$ cat src/rtl/clock_pkg.sv
// Shared definitions for the clock board display path: segment patterns,
// service one-hot codes, scheduler state encoding and the arbitration helper.
package clock_pkg;

  localparam logic [6:0] SEG_0     = 7'h40;
  localparam logic [6:0] SEG_1     = 7'h79;
  localparam logic [6:0] SEG_2     = 7'h24;
  localparam logic [6:0] SEG_3     = 7'h30;
  localparam logic [6:0] SEG_4     = 7'h19;
  localparam logic [6:0] SEG_5     = 7'h12;
  localparam logic [6:0] SEG_6     = 7'h02;
  localparam logic [6:0] SEG_7     = 7'h78;
  localparam logic [6:0] SEG_8     = 7'h00;
  localparam logic [6:0] SEG_9     = 7'h10;
  localparam logic [6:0] SEG_BLANK = 7'h7F;
  localparam logic [6:0] SEG_ALL   = 7'h00;

  localparam logic [3:0] SERVICE1 = 4'b1000;
  localparam logic [3:0] SERVICE2 = 4'b0100;
  localparam logic [3:0] SERVICE3 = 4'b0010;
  localparam logic [3:0] SERVICE4 = 4'b0001;

  typedef logic [0:0] state_t;
  localparam state_t S_BLANK = 1'b0;
  localparam state_t S_DRIVE = 1'b1;

  // Strict priority: service 1 (bit 3) always wins, zero means idle source.
  function automatic logic [3:0] pickGrant(input logic [3:0] req);
    if (req[3])      return SERVICE1;
    else if (req[2]) return SERVICE2;
    else if (req[1]) return SERVICE3;
    else if (req[0]) return SERVICE4;
    else             return 4'b0000;
  endfunction

endpackage

$ cat src/rtl/display_scheduler_if.sv
// Bundle of requester inputs and display outputs shared by the scheduler
// and whatever drives it.
interface display_scheduler_if;

  logic [3:0]  req;
  logic [63:0] val;
  logic [15:0] blink;
  logic [15:0] idle_val;
  logic        alarm_on;
  logic [3:0]  anode;
  logic [6:0]  seg;
  logic [3:0]  grant;
  logic        frame_done;

  modport master (
    output req, val, blink, idle_val, alarm_on,
    input  anode, seg, grant, frame_done
  );

  modport slave (
    input  req, val, blink, idle_val, alarm_on,
    output anode, seg, grant, frame_done
  );

endinterface

$ cat src/rtl/bcd_to_seg.sv
// Combinational BCD nibble to active-low 7-segment pattern; codes above 9 blank.
module bcd_to_seg
  import clock_pkg::*;
(
  input  logic [3:0] bcd_i,
  output logic [6:0] seg_o
);

  // Table lookup with blank as the fallback for non-decimal codes.
  always_comb begin
    seg_o = SEG_BLANK;
    case (bcd_i)
      4'd0:    seg_o = SEG_0;
      4'd1:    seg_o = SEG_1;
      4'd2:    seg_o = SEG_2;
      4'd3:    seg_o = SEG_3;
      4'd4:    seg_o = SEG_4;
      4'd5:    seg_o = SEG_5;
      4'd6:    seg_o = SEG_6;
      4'd7:    seg_o = SEG_7;
      4'd8:    seg_o = SEG_8;
      4'd9:    seg_o = SEG_9;
      default: seg_o = SEG_BLANK;
    endcase
  end

endmodule

$ cat src/rtl/display_scheduler.sv
// Time-multiplexed scan controller for the 4-digit display: arbitrates the
// requesters once per frame, latches a frame buffer, scans digits with a
// blanking gap, and applies blink masks and the alarm flash override.
module display_scheduler
  import clock_pkg::*;
#(
  parameter int SCAN_DIV  = 4,
  parameter int BLANK_CYC = 1,
  parameter int BLINK_DIV = 2
) (
  input logic               clk,
  input logic               resetn,
  display_scheduler_if.slave bus
);

  localparam int CNT_MAX = (SCAN_DIV > BLANK_CYC) ? SCAN_DIV : BLANK_CYC;
  localparam int CNT_W   = (CNT_MAX > 1) ? $clog2(CNT_MAX) : 1;
  localparam int FCNT_W  = (BLINK_DIV > 1) ? $clog2(BLINK_DIV) : 1;

  localparam logic [CNT_W-1:0]  SCAN_LAST  = CNT_W'(SCAN_DIV - 1);
  localparam logic [CNT_W-1:0]  BLANK_LAST = CNT_W'(BLANK_CYC - 1);
  localparam logic [FCNT_W-1:0] FCNT_LAST  = FCNT_W'(BLINK_DIV - 1);

  state_t            state_q, state_d;
  logic [1:0]        dig_q, dig_d;
  logic [CNT_W-1:0]  cnt_q, cnt_d;
  logic [FCNT_W-1:0] fcnt_q, fcnt_d;
  logic              blinkPhase_q, blinkPhase_d;
  logic [15:0]       frameVal_q, frameVal_d;
  logic [3:0]        frameBlink_q, frameBlink_d;
  logic [3:0]        grant_q, grant_d;
  logic              frameDone_q;
  logic [3:0]        anode_q, anode_d;
  logic [6:0]        seg_q, seg_d;

  logic              boundary;
  logic [3:0]        grantNext;
  logic [3:0]        curNibble;
  logic              curBlink;
  logic [6:0]        decSeg;

  assign boundary  = (state_q == S_DRIVE) && (cnt_q == SCAN_LAST) && (dig_q == 2'd3);
  assign grantNext = pickGrant(bus.req);
  assign curNibble = frameVal_q[{dig_q, 2'b00} +: 4];
  assign curBlink  = frameBlink_q[dig_q];

  bcd_to_seg u_bcdToSeg (
    .bcd_i (curNibble),
    .seg_o (decSeg)
  );

  // Scan sequencer: blank gap, then drive the current digit, then advance.
  always_comb begin
    state_d = state_q;
    dig_d   = dig_q;
    cnt_d   = cnt_q;
    if (state_q == S_BLANK) begin
      if (cnt_q == BLANK_LAST) begin
        state_d = S_DRIVE;
        cnt_d   = '0;
      end else begin
        cnt_d = cnt_q + 1'b1;
      end
    end else begin
      if (cnt_q == SCAN_LAST) begin
        state_d = S_BLANK;
        cnt_d   = '0;
        dig_d   = dig_q + 2'd1;
      end else begin
        cnt_d = cnt_q + 1'b1;
      end
    end
  end

  // Frame boundary work: arbitrate, latch the winner's data, advance blink timing.
  always_comb begin
    grant_d      = grant_q;
    frameVal_d   = frameVal_q;
    frameBlink_d = frameBlink_q;
    fcnt_d       = fcnt_q;
    blinkPhase_d = blinkPhase_q;
    if (boundary) begin
      grant_d      = grantNext;
      frameVal_d   = bus.idle_val;
      frameBlink_d = 4'b0000;
      for (int i = 0; i < 4; i++) begin
        if (grantNext[i]) begin
          frameVal_d   = bus.val[16*i +: 16];
          frameBlink_d = bus.blink[4*i +: 4];
        end
      end
      if (fcnt_q == FCNT_LAST) begin
        fcnt_d       = '0;
        blinkPhase_d = ~blinkPhase_q;
      end else begin
        fcnt_d = fcnt_q + 1'b1;
      end
    end
  end

  // Output pattern for the coming cycle: alarm beats blink beats decoded digit.
  always_comb begin
    anode_d = 4'b1111;
    seg_d   = SEG_BLANK;
    if (state_q == S_DRIVE) begin
      anode_d = ~(4'b0001 << dig_q);
      if (bus.alarm_on) begin
        seg_d = SEG_ALL;
      end else if (curBlink && blinkPhase_q) begin
        seg_d = SEG_BLANK;
      end else begin
        seg_d = decSeg;
      end
    end
  end

  // State and registered outputs; reset blanks the display immediately.
  always_ff @(posedge clk or negedge resetn) begin
    if (!resetn) begin
      state_q      <= S_BLANK;
      dig_q        <= 2'd0;
      cnt_q        <= '0;
      fcnt_q       <= '0;
      blinkPhase_q <= 1'b0;
      frameVal_q   <= 16'h0000;
      frameBlink_q <= 4'b0000;
      grant_q      <= 4'b0000;
      frameDone_q  <= 1'b0;
      anode_q      <= 4'b1111;
      seg_q        <= SEG_BLANK;
    end else begin
      state_q      <= state_d;
      dig_q        <= dig_d;
      cnt_q        <= cnt_d;
      fcnt_q       <= fcnt_d;
      blinkPhase_q <= blinkPhase_d;
      frameVal_q   <= frameVal_d;
      frameBlink_q <= frameBlink_d;
      grant_q      <= grant_d;
      frameDone_q  <= boundary;
      anode_q      <= anode_d;
      seg_q        <= seg_d;
    end
  end

  assign bus.anode      = anode_q;
  assign bus.seg        = seg_q;
  assign bus.grant      = grant_q;
  assign bus.frame_done = frameDone_q;

endmodule

$ cat src/flat_wrapper.sv
// flat-port wrapper written by rule: the top's interface ports become plain ports
module display_scheduler_flat import clock_pkg::*;
#(
  parameter int SCAN_DIV  = 4,
  parameter int BLANK_CYC = 1,
  parameter int BLINK_DIV = 2
)
  (clk, resetn, bus_req, bus_val, bus_blink, bus_idle_val, bus_alarm_on, bus_anode, bus_seg, bus_grant, bus_frame_done);
  display_scheduler_if bus_i ();
  input logic clk;
  input logic resetn;
  input wire logic [$bits(bus_i.req)-1:0] bus_req;
  input wire logic [$bits(bus_i.val)-1:0] bus_val;
  input wire logic [$bits(bus_i.blink)-1:0] bus_blink;
  input wire logic [$bits(bus_i.idle_val)-1:0] bus_idle_val;
  input wire logic [$bits(bus_i.alarm_on)-1:0] bus_alarm_on;
  output wire logic [$bits(bus_i.anode)-1:0] bus_anode;
  output wire logic [$bits(bus_i.seg)-1:0] bus_seg;
  output wire logic [$bits(bus_i.grant)-1:0] bus_grant;
  output wire logic [$bits(bus_i.frame_done)-1:0] bus_frame_done;
  assign bus_i.req = bus_req;
  assign bus_i.val = bus_val;
  assign bus_i.blink = bus_blink;
  assign bus_i.idle_val = bus_idle_val;
  assign bus_i.alarm_on = bus_alarm_on;
  assign bus_anode = bus_i.anode;
  assign bus_seg = bus_i.seg;
  assign bus_grant = bus_i.grant;
  assign bus_frame_done = bus_i.frame_done;
  display_scheduler #(.SCAN_DIV(SCAN_DIV), .BLANK_CYC(BLANK_CYC), .BLINK_DIV(BLINK_DIV)) u_core (.clk(clk), .resetn(resetn), .bus(bus_i));
endmodule
$ cat config.mk
export PLATFORM = sky130hd
export DESIGN_NAME = display_scheduler_flat
export DESIGN_NICKNAME = d
export VERILOG_FILES = /design/src/rtl/clock_pkg.sv /design/src/rtl/display_scheduler_if.sv /design/src/rtl/bcd_to_seg.sv /design/src/rtl/display_scheduler.sv /design/src/flat_wrapper.sv
export SDC_FILE = /design/constraint.sdc
export NUM_CORES = 1
export LEC_CHECK = 0
export ABC_AREA = 1
export BUFFER_PORTS_ARGS = -buffer_cell sky130_fd_sc_hd__buf_4
export CAP_MARGIN = 20
export CORE_ASPECT_RATIO = 0.9
export CORE_MARGIN = 2
export CORE_UTILIZATION = 49
export CTS_CLUSTER_SIZE = 28
export DETAILED_ROUTE_END_ITERATION = 6
export HOLD_SLACK_MARGIN = 0.12
export PLACE_DENSITY = 0.78
export SLEW_MARGIN = 20
export SYNTH_ARGS = -nofsm -noshare
export SYNTH_HDL_FRONTEND = slang
export SYNTH_SLANG_ARGS = --single-unit
$ cat constraint.sdc
create_clock -name clk -period 1.9 [get_ports clk]
set_input_delay 0.285 -clock clk [delete_from_list [all_inputs] [get_ports clk]]
set_output_delay 0.285 -clock clk [all_outputs]
set_load 0.02 [all_outputs]
==> results.md, run 1 <==
* Status: finished, final reports clean
* Gp weighted congestion at between 0.8 and 0.9
* CP required at between 2 and 2.5 ns
* Comb pwr share at 24.5%
* Cell variety after synth at 24
* Post-synthesis sequential area ratio at roughly two fifths
* Final critical-path required period at 1.78 ns
* Crit path max fanout at 11
* Power share of the clock group at between 20% and 30%
* Top Family by Delay on Critical Path: simple AND/OR/NAND/NOR gates
* CP arrival at ~2.0 ns
* Total track usage at 25.1%
* Final WL at 7.77 mm
* Layout cells sized above 1 at 30.8%
* Area after DPL at 0.00379 sq mm
* Setup crit end kind: flip-flop
* Post-route ant nets at 0
* Die W at about 84 um
* Slowest CP cell: dfrtp_1
* Endpoints failing setup at 0
* Fmax at about 0.56 GHz
* Final Cycle Share at a little over nine tenths
* Final Hold Fails at 0
* Pins Over Slew Limit at 0
* Most frequent cells in the layout: nand2_1 (140), buf_4 (127), nor2_1 (50)
* Worst Tran Pin Value at about 0.53 ns
* Clock buffer depth at 2
* First-pass GRT wire length at roughly 13 mm
* Total CTS buffers at 5
* Critical Path Source Type: flip-flop
* Worst Skew at around 0.004 ns
* Storage cell area at ~0.0011 sq mm
* Starting Density at 50.4%
* Total inserted antenna cells at 0
* Die area at approximately 0.0064 sq mm
* Tightest Hold Check Type: in -> reg
* Switching share of power at 27.3%
* Crit path cell chain: buf_4 -> nand2_1 -> nand3_1 -> nand2_1 -> ha_1 -> nand3_1 -> nand3_1 -> nand3_1 -> nand2_1 -> nand2_1
* Largest stage delay, worst path at 0.44 ns
* WL per Instance at about 13 um
* NetSw at just under 600 uW
* Total core area at between 0.005 and 0.006 sq mm
* Multi-input gate area at between 0.0015 and 0.002 sq mm
* Vias in the first global route at between 2000 and 3000
* Setup crit start: u_core.dig_q[0]
* Min-delay src: bus_blink[14]
* Input/output buffers at about 120
* Total power per unit cell area at about 550 mW/mm^2
* Lkg Pwr at ~2.1 nW
* Crit path buffers/inverters at 1
* Total grt overflow at 0
* Max-Cap Viols at 0
* Largest net degree at the start of global routing at 44
* Area growth syn-to-layout at 37.2%
* Post-DP HPWL at between 6 and 7 mm
* CTS H-tree depth at 2
* Antenna violations before repair at 0
* DRT iter0 DRCs at 180
* RSZ-0062 raised after global routing: no
* Total negative slack at 0 ns
* Setup repair bufs after CTS at 0
* 1st-pass router iterations at 4
* Fillers at 510
* # nets final at approximately 650
* Worst-path clk slew at 0.08 ns
* Post-route cell area at approximately 0.0039 sq mm
* Sequential Power Share at between 40% and 50%
* # IOs at 119
* Yosys reg bits at 43
* Worst IR Drop VDD at 411 uV
* Die Ht at 76.4 um
* Launch point of the worst reg-to-reg path: u_core.dig_q[0]
* Crit Path Class: reg -> reg
* Mapped Nets at between 500 and 600
* Max_slew headroom at between 60% and 70%
* CTS sink cnt at between 40 and 50
* Internal at roughly 1.6 mW
* Syn. warnings at 0
* Root Buffer: clkbuf_8
* Commonest non-fill, non-tap cell in the layout: nand2_1
* Syn avg cell area at approximately 7 sq um
* Number of remaining DRC errors at 0
* Via count at 3079
* CTS tree: done
* Mapped Area at around 0.0029 sq mm
* Via density at roughly 5.1
* Clk Latency, worst-skew pair at slightly below 0.3 ns
* Rows at 26
* Post-Synthesis Cells at 417
[worst paths after layout]
check	end	slack, ns	depth (start not counted)
worst max-delay path	u_core.bus.seg[3]	0.12	10
worst min-delay path	u_core.frameBlink_q[2]	0.26	3
worst max register to register	u_core.bus.seg[3]	0.12	10
worst min register to register	u_core.blinkPhase_q	0.48	1
max in group asynchronous	u_core.bus.seg[5]	1.01	2
min in group asynchronous	u_core.frameBlink_q[0]	0.51	2
[state kept, by name, summed over array words and instances, names as in the netlist]
| register | flops |
|---|---|
| u_core.frameVal_q | 16 |
| u_core.dig_q | 2 |
| u_core.state_q | 1 |
| u_core.blinkPhase_q | 1 |
| u_core.bus.frame_done | 1 |
| u_core.cnt_q | 2 |
| u_core.bus.grant | 4 |
| u_core.bus.seg | 7 |
| u_core.frameBlink_q | 4 |
| u_core.bus.anode | 4 |
| u_core.fcnt_q | 1 |
[tightest hold or removal path, delay by kind of cell]
family          cells  cell delay, ns
buf+inv             1            0.08
compound gates      2            0.15
[per-layer routing]
metal  vias up  share of wire [%]  track usage [%]
met3         7                5.4             4.33
met4         0               0.90             4.76
met1      1412                 43             32.4
li1       1575                  -                -
met2        85                 51             44.4
met5         -                  0                0
[synthesized netlist by cell type, drive strengths merged]
cell type | count | area (sq um)
inv | 18 | 67.6
nor2 | 51 | 199
buf | 15 | 91.3
a21oi | 22 | 110
mux2 | 1 | 11.3
o21ai | 42 | 210
nand3 | 50 | 255
o211ai | 2 | 15.0
nand2 | 148 | 573
xor2 | 3 | 26.3
nand3b | 2 | 15.0
dfstp | 11 | 289
dfrtp | 32 | 801
o221a | 1 | 11.3
clkbuf | 7 | 26.3
ha | 12 | 150
[timing repair]
action / in CTS / in global routing
resized for setup: 0 / 3
endpoints found under the hold margin: 32 / 0
setup endpoints to repair: 0 / 3
hold buffers: 1 / 0
[power groups by stage]
stage                     registers [mW]  clock network, mW  logic, mW
after global routing                1.02              0.674      0.599
after floorplan                     1.05                  0      0.244
after global placement              1.03                  0      0.518
after detailed placement            1.03                  0      0.529
final                               1.02              0.623      0.533
after CTS                           1.01              0.636      0.532
[layout make-up]
| class | instances | share of cell area [%] |
|---|---|---|
| clock buffer | 8 | 2.56 |
| inverter | 18 | 1.85 |
| multi-input combinational | 334 | 40.4 |
| sequential | 43 | 27.9 |
| tap | 70 | 2.24 |
| timing repair buffer | 129 | 25.1 |
[per-stage QoR]
step           power, mW  worst slack (ns)  hold WS [ns]  util [%]  std cells
2_1_floorplan       1.29             0.343       -0.0106         -        417
3_3_place_gp        1.55             0.275         0.294      67.0        593
3_5_place_dp        1.56             0.187         0.302      67.0        593
4_1_cts             2.18             0.141         0.245      69.0        602
5_1_grt             2.30            0.0169         0.273      69.1        602
6_report            2.17             0.120         0.256      69.1        602
[cells by family after synthesis]
logic type | share of synthesized area, %
buf+inv | 6.49
simple gates | 36.6
fa+ha+maj | 5.27
mux | 0.395
flops | 38.2
compound gates | 12.2
xor+xnor | 0.922
Note: power is estimated with default switching activity, not from simulation.
==> run 2, diff against run 1 <==
==> constraint.sdc (replaced) <==
create_clock -name clk -period 2 [get_ports clk]
set_input_delay 0.3 -clock clk [delete_from_list [all_inputs] [get_ports clk]]
set_output_delay 0.3 -clock clk [all_outputs]
set_load 0.02 [all_outputs]
==> run 2 against run 1 <==
- register-to-register slack improved by 0.06 ns
- clock skew is 0.0027 ns higher
- worst hold slack got worse by 0.0026 ns
- cell count unchanged
- critical path depth did not move
- largest cell class unchanged
- count of clock-buffer cells in the layout is 2 lower
- setup slack improved by 0.061 ns
- die area unchanged
==> results.md, run 2 (same netlist as run 1, synthesis figures left out) <==
* Launch point of the worst reg-to-reg path: u_core.dig_q[0] (unchanged)
* CTS sink cnt at 43 (unchanged)
* Flop-to-flop setup slack at 0.18 ns (was 0.12 ns)
* Pre-CTS setup slack at 0.207 ns (was 0.187 ns)
* Largest net degree at the start of global routing at 44 (unchanged)
* Input/output buffers at 118 (unchanged)
* First-pass GRT wire length at 13.5 mm (was 13.3 mm)
* Crit path cell chain: inv_2 -> nand2_1 -> nand3_1 -> nand2_1 -> ha_1 -> nand3_1 -> nand3_1 -> nand3_1 -> nand2_1 -> nand2_1 (was buf_4 -> nand2_1 -> nand3_1 -> nand2_1 -> ha_1 -> nand3_1 -> nand3_1 -> nand3_1 -> nand2_1 -> nand2_1)
* Worst Skew at 0.00662 ns (was 0.00393 ns)
* Min-delay src: bus_blink[13] (was bus_blink[14])
* Max_slew headroom at 65.8% (was 64.8%)
* Top Family by Delay on Critical Path: simple AND/OR/NAND/NOR gates (unchanged)
* Final Hold Fails at 0 (unchanged)
* Reg with most FFs: u_core.frameVal_q (unchanged)
* Min-Delay Path Depth at 3 (unchanged)
* Endpoints failing setup at 0 (unchanged)
* Rows at 26 (unchanged)
* CTS H-tree depth at 2 (unchanged)
* Critical Path Source Type: flip-flop (unchanged)
* Post-route cell area at 0.00391 sq mm (about the same)
* Layout cells sized above 1 at 30.8% (unchanged)
* 1st-pass router iterations at 5 (was 4)
* Tot Pwr at 2.18 mW (was 2.17 mW)
* CP required at 2.24 ns (was 2.12 ns)
* Crit path buffers/inverters at 1 (unchanged)
* Most frequent cells in the layout: nand2_1 (141), buf_4 (128), nor2_1 (50) (was nand2_1 (140), buf_4 (127), nor2_1 (50))
* Setup repair bufs after CTS at 0 (unchanged)
* Die area at 0.00645 sq mm (unchanged)
* Vias in the first global route at 3022 (was 2997)
* Non-filler cells, final at 602 (unchanged)
* Reg-to-reg critical path endpoint: u_core.bus.seg[3] (unchanged)
* Setup ws final at 0.181 ns (was 0.120 ns)
* Gp weighted congestion at 0.950 (was 0.874)
* Final critical-path required period at 1.82 ns (was 1.78 ns)
* Slowest CP cell: dfrtp_1 (unchanged)
* Max reg flops at 16 (unchanged)
* Lkg Pwr at 2.12 nW (about the same)
* Area growth syn-to-layout at 37.1% (was 37.2%)
* Area after DPL at 0.00378 sq mm (was 0.00379 sq mm)
* Setup crit end kind: flip-flop (unchanged)
* Crit Path Class: reg -> reg (unchanged)
* # nets final at 646 (unchanged)
* Via count at 3158 (was 3079)
* Max-Cap Viols at 0 (unchanged)
* Post-Place Cells at 593 (unchanged)
* CTS resizes at 0 (unchanged)
* Commonest non-fill, non-tap cell in the layout: nand2_1 (unchanged)
* Final Cycle Share at 91.0% (was 93.7%)
* Worst-path clk slew at 0.08 ns (about the same)
* Pins Over Slew Limit at 0 (unchanged)
* Crit path max fanout at 14 (was 11)
* Worst Tran Pin Value at 0.513 ns (was 0.527 ns)
* Total core area at 0.00566 sq mm (unchanged)
* Total negative slack at 0 ns (unchanged)
* Die W at 84.4 um (unchanged)
* Post-route ant nets at 0 (unchanged)
* Total inserted antenna cells at 0 (unchanged)
* Total CTS buffers at 5 (unchanged)
* Largest stage delay, worst path at 0.43 ns (was 0.44 ns)
* Hold worst-path end: u_core.frameBlink_q[1] (was u_core.frameBlink_q[2])
* FF-to-FF path depth at 10 (unchanged)
* CTS tree: done (unchanged)
* Antenna violations before repair at 0 (unchanged)
* Die Ht at 76.4 um (unchanged)
* Post-DP HPWL at 6.33 mm (was 6.01 mm)
* DRT iter0 DRCs at 270 (was 180)
* Total grt overflow at 0 (unchanged)
* Final Util at 69.1% (about the same)
* WL per Instance at 13.7 um (was 12.9 um)
* Via density at 5.25 (was 5.11)
* CP arrival at 2.06 ns (was 2.00 ns)
* Total power per unit cell area at 559 mW/mm^2 (was 555 mW/mm^2)
* Worst IR Drop VDD at 621 uV (was 411 uV)
* Number of remaining DRC errors at 0 (unchanged)
* Clk Latency, worst-skew pair at 0.31 ns (was 0.29 ns)
* Clock buffer depth at 2 (unchanged)
* Final hold slack at 0.253 ns (was 0.256 ns)
* Final WL at 8.24 mm (was 7.77 mm)
* Root Buffer: clkbuf_8 (unchanged)
* Tightest Hold Check Type: in -> reg (unchanged)
* # IOs at 119 (unchanged)
* Starting Density at 50.4% (unchanged)
* RSZ-0062 raised after global routing: no (unchanged)
* Total track usage at 25.8% (was 25.1%)
* Fmax at 0.550 GHz (was 0.562 GHz)
* Status: finished, final reports clean (unchanged)
run 2: timing repair:
action,4_1_cts,5_1_grt
endpoints found under the hold margin,32,0
hold buffers,1,0
setup endpoints to repair,0,0
run 2: how the worst max path moves through the flow:
stage | start | end | slack [ns] | cells past startpoint
finish | u_core.dig_q[0] | u_core.bus.seg[3] | 0.18 | 10
global route | u_core.dig_q[1] | u_core.bus.seg[6] | 0.02 | 10
CTS | u_core.dig_q[1] | u_core.bus.seg[6] | 0.19 | 10
detailed placement | u_core.dig_q[1] | u_core.bus.seg[6] | 0.21 | 10
global placement | u_core.dig_q[1] | u_core.bus.seg[6] | 0.31 | 10
floorplan | u_core.dig_q[0] | u_core.bus.seg[3] | 0.44 | 11
run 2: worst reg2reg max path, stage by stage (launching register included):
cell and delay (ns):
dfrtp_1 0.43, inv_2 0.22, nand2_1 0.12, nand3_1 0.09
nand2_1 0.14, ha_1 0.32, nand3_1 0.11, nand3_1 0.12
nand3_1 0.08, nand2_1 0.08, nand2_1 0.05
run 2: where the power goes:
group | total (mW) | internal, mW | leakage [nW] | switching (mW)
logic | 0.510 | 0.250 | 1.58 | 0.260
clock network | 0.710 | 0.404 | 0.0612 | 0.306
registers | 0.964 | 0.934 | 0.483 | 0.0295
run 2: layout make-up:
class                   count  area, sq um
clock inverters             2         35.0
fillers                   505         1750
flip-flops and latches     43         1090
repair buffers            129          971
multi-input cells         334         1580
inverters                  18         67.6
well taps                  70         87.6
clock buffers               6         82.6
run 2: metal layers:
layer	GRT usage [%]	vias to the layer above	wire, um
li1	-	1573	-
met1	31.9	1444	3460
met2	45.0	118	4080
met3	4.23	23	472
met4	9.68	0	235
met5	0	-	0
